$ cat config.mk
export PLATFORM = sky130hd
export DESIGN_NAME = mem_arbiter
export DESIGN_NICKNAME = d
export VERILOG_FILES = /design/src/rtl/mem_arb_pkg.sv /design/src/rtl/mem_arb_rr.sv /design/src/rtl/mem_arbiter.sv
export SDC_FILE = /design/constraint.sdc
export NUM_CORES = 1
export LEC_CHECK = 0
export CORE_UTILIZATION = 35
export CTS_BUF_LIST = sky130_fd_sc_hd__clkbuf_2 sky130_fd_sc_hd__clkbuf_4 sky130_fd_sc_hd__clkbuf_8
export CTS_CLUSTER_DIAMETER = 40
export DETAILED_ROUTE_END_ITERATION = 8
export GPL_TIMING_DRIVEN = 0
export PLACE_DENSITY = 0.84
export SYNTH_ARGS = -nofsm -noshare
export SYNTH_HDL_FRONTEND = slang
export SYNTH_HIERARCHICAL = 1
export SYNTH_SLANG_ARGS = --single-unit
$ cat constraint.sdc
create_clock -name clock -period 2.55 [get_ports clock]
set_clock_uncertainty 0.05 [all_clocks]
set_input_delay 0.765 -clock clock [delete_from_list [all_inputs] [get_ports clock]]
set_output_delay 0.765 -clock clock [all_outputs]
set_load 0.01 [all_outputs]
$ cat src/rtl/mem_arb_pkg.sv
// mem_arb_pkg: shared types and constants for the fetch/load-store memory arbiter
package mem_arb_pkg;
  localparam int ADDR_W = 8;
  localparam int DATA_W = 32;
  localparam int MEM_DEPTH = 128;
  localparam logic [2:0] MEM_STAGE = 3'd3;
  localparam logic PORT_IF = 1'b0;
  localparam logic PORT_DM = 1'b1;
  typedef enum logic [1:0] {IDLE, ISSUE, RESP, ERR} state_e;
  function automatic logic in_range(input logic [ADDR_W-1:0] addr);
    return addr < ADDR_W'(MEM_DEPTH);
  endfunction
endpackage

$ cat src/rtl/mem_arb_rr.sv
// mem_arb_rr: 2-way round-robin picker; last grant advances only on a real grant
module mem_arb_rr
  import mem_arb_pkg::*;
(
  input  logic       clock,
  input  logic       reset,
  input  logic [1:0] req,
  input  logic       advance,
  output logic       grant
);
  logic last_grant_q, last_grant_d;
  always_comb begin
    grant = req == 2'b01 ? PORT_IF : req == 2'b10 ? PORT_DM : ~last_grant_q;
    last_grant_d = advance ? grant : last_grant_q;
  end
  // Reset to the data port so fetch wins the first tie
  always_ff @(posedge clock) begin
    if (reset) last_grant_q <= PORT_DM;
    else last_grant_q <= last_grant_d;
  end
endmodule

$ cat src/rtl/mem_arbiter.sv
// mem_arbiter: shares the stage-gated main memory between fetch and load/store ports
module mem_arbiter
  import mem_arb_pkg::*;
(
  input  logic              clock,
  input  logic              reset,
  input  logic              if_req,
  input  logic [ADDR_W-1:0] if_addr,
  output logic              if_ack,
  output logic [DATA_W-1:0] if_rdata,
  output logic              if_err,
  input  logic              dm_req,
  input  logic              dm_we,
  input  logic [ADDR_W-1:0] dm_addr,
  input  logic [DATA_W-1:0] dm_wdata,
  output logic              dm_ack,
  output logic [DATA_W-1:0] dm_rdata,
  output logic              dm_err,
  output logic              mem_write,
  output logic              mem_read,
  output logic [ADDR_W-1:0] mem_address,
  output logic [DATA_W-1:0] mem_invalue,
  output logic [2:0]        mem_stage,
  input  logic [DATA_W-1:0] mem_outvalue
);
  state_e state_q, state_d;
  logic port_q, port_d, we_q, we_d, grant, advance;
  logic [ADDR_W-1:0] addr_q, addr_d, req_addr;
  logic [DATA_W-1:0] wdata_q, wdata_d;
  logic issue, resp, err_st, done;
  assign advance = state_q == IDLE && (if_req || dm_req);
  mem_arb_rr u_rr (
    .clock  (clock),
    .reset  (reset),
    .req    ({dm_req, if_req}),
    .advance(advance),
    .grant  (grant)
  );
  assign req_addr = grant == PORT_DM ? dm_addr : if_addr;
  always_ff @(posedge clock) begin
    if (reset) begin
      state_q <= IDLE;
      port_q <= 1'b0;
      we_q <= 1'b0;
      addr_q <= '0;
      wdata_q <= '0;
    end else begin
      state_q <= state_d;
      port_q <= port_d;
      we_q <= we_d;
      addr_q <= addr_d;
      wdata_q <= wdata_d;
    end
  end
  always_comb begin
    state_d = state_q == ISSUE ? RESP :
              state_q != IDLE ? IDLE :
              !advance ? IDLE :
              in_range(req_addr) ? ISSUE : ERR;
    port_d = advance ? grant : port_q;
    we_d = advance ? (grant == PORT_DM && dm_we) : we_q;
    addr_d = advance ? req_addr : addr_q;
    wdata_d = advance ? (grant == PORT_DM ? dm_wdata : '0) : wdata_q;
  end
  // mem_stage also drops with reset so a store caught mid-ISSUE never commits
  always_comb begin
    issue = state_q == ISSUE;
    resp = state_q == RESP;
    err_st = state_q == ERR;
    done = resp || err_st;
    mem_write = issue && we_q;
    mem_read = issue && !we_q;
    mem_address = issue ? addr_q : '0;
    mem_invalue = issue ? wdata_q : '0;
    mem_stage = issue && !reset ? MEM_STAGE : 3'd0;
    if_ack = done && port_q == PORT_IF;
    if_err = err_st && port_q == PORT_IF;
    if_rdata = resp && port_q == PORT_IF ? mem_outvalue : '0;
    dm_ack = done && port_q == PORT_DM;
    dm_err = err_st && port_q == PORT_DM;
    dm_rdata = resp && port_q == PORT_DM && !we_q ? mem_outvalue : '0;
  end
endmodule

# Yosys cells after proc, flatten, opt, wreduce, memory -nomap -nowiden
# Cells that the tools add are included.
[totals] register_bits=45 in_bits=85 output_inout_bits=113 elab_cells=48
[op_classes] magnitude_cmp=1 eq_ne=5 n_mux=13 bitwise_logic=3 reduce_logical=19
[op_table] cell="32-bit two-way mux" count=4
[op_table] cell="8-bit two-way mux" count=2
[op_table] cell="1-bit logical AND" count=12
[op_table] cell="2-bit two-way mux" count=5
[op_table] cell="8-bit less-than comparator, second input constant" count=1
[op_table] cell="2-bit equality test, second input constant" count=3
[op_table] cell="2-bit by 1-bit equality test with 1-bit output, second input constant" count=2
[op_table] cell="4-bit OR reduction" count=1
[op_table] cell="1-bit inverter" count=3
[op_table] cell="1-bit logical NOT" count=2
[op_table] cell="2-bit logical NOT" count=1
[op_table] cell="1-bit logical OR" count=2
[op_table] cell="1-bit two-way mux" count=2
[op_table] cell="2-bit nonzero test" count=1

# Longest topological paths before layout
[logic_depth] ltp_word=9 mapped_depth=6 depth_no_buf=5

# Cells and area by module
# The synthesis kept the hierarchy.
[modules_own_cells] mod="mem_arbiter" instances=1 cells_each=332 area_per_inst_um2=2592.5 seq_area_each_um2=880.8
[modules_own_cells] mod="mem_arb_rr" instances=1 cells_each=7 area_per_inst_um2=60.1 seq_area_each_um2=20.0

# Worst setup path after synthesis
# OpenSTA, ideal clock, no wires.
[synth_path] kind="input to output" start="input port reset" end="output port mem_stage[1]" arrival_time_ns=1.587 t_required_ns=1.735 setup_slack_ns=0.148 path_stages=4 n_path_buf=3 cell_sequence="clkbuf_1 -> clkbuf_1 -> nor2_1 -> buf_4"
[synth_between] elab_chain_cells=3
[synth_lines] element="from (decl)" line_no="mem_arbiter.sv:6" text="input logic reset,"
[synth_lines] element="1-bit logical NOT" line_no="mem_arbiter.sv:75" text="mem_stage = issue && !reset ? MEM_STAGE : 3'd0;"
[synth_lines] element="1-bit logical AND" line_no="mem_arbiter.sv:75"
[synth_lines] element="2-bit two-way mux" line_no="mem_arbiter.sv:75"
[synth_lines] element="to (decl)" line_no="mem_arbiter.sv:23" text="output logic [2:0] mem_stage,"
# No other way between the ends.

# Final worst setup path
[layout_path] start="register state_q[1]" end="output port mem_invalue[7]"
[layout_between] elab_chain_cells=2
[layout_lines] element="from (decl)" line_no="mem_arbiter.sv:26" text="state_e state_q, state_d;"
[layout_lines] element="from (signal assigned)" line_no="mem_arbiter.sv:48" text="state_q <= state_d;"
[layout_lines] element="2-bit by 1-bit equality test with 1-bit output" line_no="mem_arbiter.sv:67" text="issue = state_q == ISSUE;"
[layout_lines] element="32-bit two-way mux" line_no="mem_arbiter.sv:74" text="mem_invalue = issue ? wdata_q : '0;"
[layout_lines] element="to (decl)" line_no="mem_arbiter.sv:22" text="output logic [DATA_W-1:0] mem_invalue,"
# No other way between the ends.

==> impl_metrics.toml <==
[grt]
grt_max_degree = 14
overflow = 0
antenna_found_initial = 0
grt_pass1_vias = 2870
grt_pass1_wl_um = 14800
grt_use_total = 0.245

[timing]
fin_crit_ns = 2.49
drv_slew = 0
setup_tns_ns = 0
fmax_ghz = 0.401
period_share = 0.978
hold_violations = 0
finalSetupViolCount = 0
rsz0062_at_grt = "false"

[route]
vias = 3239
drt_iter0_markers = 132
drc = 0
viasPerCell = 5.00
totalWireLength_um = 10400
dr.pass1.iters = 4
wire_per_inst_um = 16.0
ant_nets = 0

[final_layout]
finalNetCount = 633
ff_latch_area_sq_um = 910
final_util = 0.662
syn2layout_area_growth_pct = 81.9
nFillCells = 676
diodes = 0
drive_gt1_frac = 0.140
multi_input_comb_area_sq_um = 1560

[worst_setup_path]
startpoint = "state_q[1]$_SDFF_PP0_"
rr_endpoint = "u_rr/last_grant_q$_SDFFE_PP1P_"
crit_arrival_ns = 1.68
cp_data_required_time_ns = 1.74
critPathCaptureType = "primary output"
crit_type = "register to primary output"
crit_path_start_kind = "register"
ff2ff_setup_slack_ns = 0.90
rr_worst_depth = 5
endpoint = "mem_invalue[7]"
crit_fanout = 10
worstReg2RegStart = "state_q[0]$_SDFF_PP0_"

[clock_tree]
cts_tree = "built"
cts_made_buffers = 5
clk_latency_ns = 0.30
clock-sinks = 45
cts_buffer_depth = 2
h-tree-depth = 2
cts.clk_slew.worst_paths_ns = 0.08
holdBufCountCts = 0
root_buffer = "clkbuf_8"

[yosys]
avgSynthCellArea_sq_um = 7.82
netlist_area_sq_um = 2650
syn_nets = 424
synth_cell_type_count = 31
synth.area.top_cells = "dfxtp_1, and2_1, a21oi_1, nand4_1, o21ai_0"
yosysSeqAreaShare = 0.340
synthCells = 339
yosysTopAreaCellShare = 0.340
synth_area_leader_cell = "dfxtp_1"
ys_ff_latch = 45
yosys_warnings = 6

[power_and_ir_drop]
p_clk_frac = 0.285
internal-power_w = 0.00142
comb_power_share = 0.326
cellPowerDensity_nw_per_um2 = 418
p_leak_nw = 2.25
pwr-share-seq = 0.389
ir_worst_vdd_uv = 277
switchingPower_w = 0.000595
p_sw_frac = 0.295

[floorplanning]
std_cell_rows = 31
initial_core_util = 0.364
dieArea_sq_um = 7930
ios = 198
die_w_um = 89.1
die_y_um = 89.1
coreArea_sq_um = 7290

[place]
io_buffers = 196
place.gp.congestion = 0.766
dp_hpwl_um = 7750

[status]
status = "complete, no violations"

[hold_path]
hold_path.class = "register to register"
min_from = "wdata_q[0]$_SDFFE_PP0P_"

[job]
max_cap_viol_count = 0
logic make-up after synthesis:
kind of cell,Yosys count,share of synthesized area
flip-flops,45,0.340
other,1,0.00141
multiplexers,8,0.0307
buffers and inverters,38,0.0745
AND/OR/NAND/NOR,160,0.382
AO/OA/AOI/OAI,87,0.172
flip-flops by register name (all words and copies together) (netlist names):
signal,flops
wdata_q,32
we_q,1
state_q,2
port_q,1
u_rr/last_grant_q,1
addr_q,8
power by group through the flow:
| stage | Clock (W) | Sequential (W) | Combinational, W |
|---|---|---|---|
| 2_1_floorplan | 0 | 0.000792 | 0.000320 |
| 3_3_place_gp | 0 | 0.000798 | 0.000639 |
| 3_5_place_dp | 0 | 0.000802 | 0.000655 |
| 4_1_cts | 0.000579 | 0.000786 | 0.000651 |
| 5_1_grt | 0.000609 | 0.000794 | 0.000711 |
| 6_report | 0.000575 | 0.000786 | 0.000658 |
worst min-delay path by stage:
stage	end	cells past startpoint	slack, ns
detailed placement	wdata_q[7]$_SDFFE_PP0P_	2	0.41
global route	wdata_q[10]$_SDFFE_PP0P_	2	0.44
CTS	wdata_q[17]$_SDFFE_PP0P_	2	0.42
finish	wdata_q[0]$_SDFFE_PP0P_	2	0.42
global placement	wdata_q[31]$_SDFFE_PP0P_	2	0.40
floorplan	wdata_q[0]$_SDFFE_PP0P_	2	0.39
cell usage in the layout, fill, tap and decap left out, types with 8 or more instances in the layout:
cell type / netlist / final
clkdlybuf4s15_1: 0 / 12
buf_4: 2 / 8
clkbuf_1: 18 / 9
dfxtp_1: 45 / 42
clkbuf_2: 3 / 18
a21oi_1: 44 / 44
nand4_1: 33 / 33
o21ai_0: 31 / 31
and2_1: 106 / 106
buf_2: 11 / 12
clkbuf_8: 0 / 15
clkdlybuf4s50_1: 0 / 88
dlygate4sd2_1: 0 / 76
metal layers:
metal  up-vias  wire [um]  GRT usage
li1       1585          -          -
met1      1532       4430      0.314
met2       110       5180      0.434
met3        12        632     0.0332
met4         0        115     0.0606
met5         -          0          0
cell type report:
| type | instances | area share |
|---|---|---|
| Timing Repair Buffer | 203 | 0.380 |
| Sequential cell | 45 | 0.189 |
| Clock buffer | 7 | 0.0187 |
| Clock inverter | 1 | 0.00622 |
| Multi-Input combinational cell | 256 | 0.323 |
| Tap cell | 99 | 0.0257 |
| Buffer | 37 | 0.0584 |
repair_timing:
item	in CTS	in global routing
buffers inserted	4	1
cloned	2	0
gates resized for setup	155	42
endpoints found under the setup margin	107	59
worst max-delay path: stages, from the launching register on:
cell,delay (ns)
dfxtp_4,0.38
and2b_2,0.26
buf_4,0.15
clkbuf_8,0.15
and2_1,0.16
dlygate4sd2_1,0.28
Yosys cell counts (all sizes together):
| cell | n |
|---|---|
| dfxtp | 45 |
| o21ai | 35 |
| buf | 17 |
| and3 | 1 |
| nor2b | 1 |
| nor2 | 5 |
| or2 | 2 |
| nor3b | 2 |
| clkbuf | 21 |
| a21oi | 44 |
| nand4 | 33 |
| nor3 | 1 |
| a211o | 1 |
| mux2i | 7 |
| mux2 | 1 |
| nand2b | 2 |
| and2b | 3 |
| nand3 | 2 |
| a211oi | 7 |
| conb | 1 |
| and2 | 107 |
| nand2 | 1 |
per-stage QoR:
stage / setup WS (ns) / total power, W / std cells / hold WS [ns] / area (sq um)
CTS: 0.00144 / 0.00202 / 647 / 0.424 / 4880
floorplan: 0.148 / 0.00111 / 339 / 0.395 / 2650
global placement: -0.989 / 0.00144 / 634 / 0.402 / 4740
global route: 0.000441 / 0.00211 / 648 / 0.440 / 4820
finish: 0.0557 / 0.00202 / 648 / 0.422 / 4820
detailed placement: -1.06 / 0.00146 / 634 / 0.411 / 4740
Power figures use the tool's default switching activity.
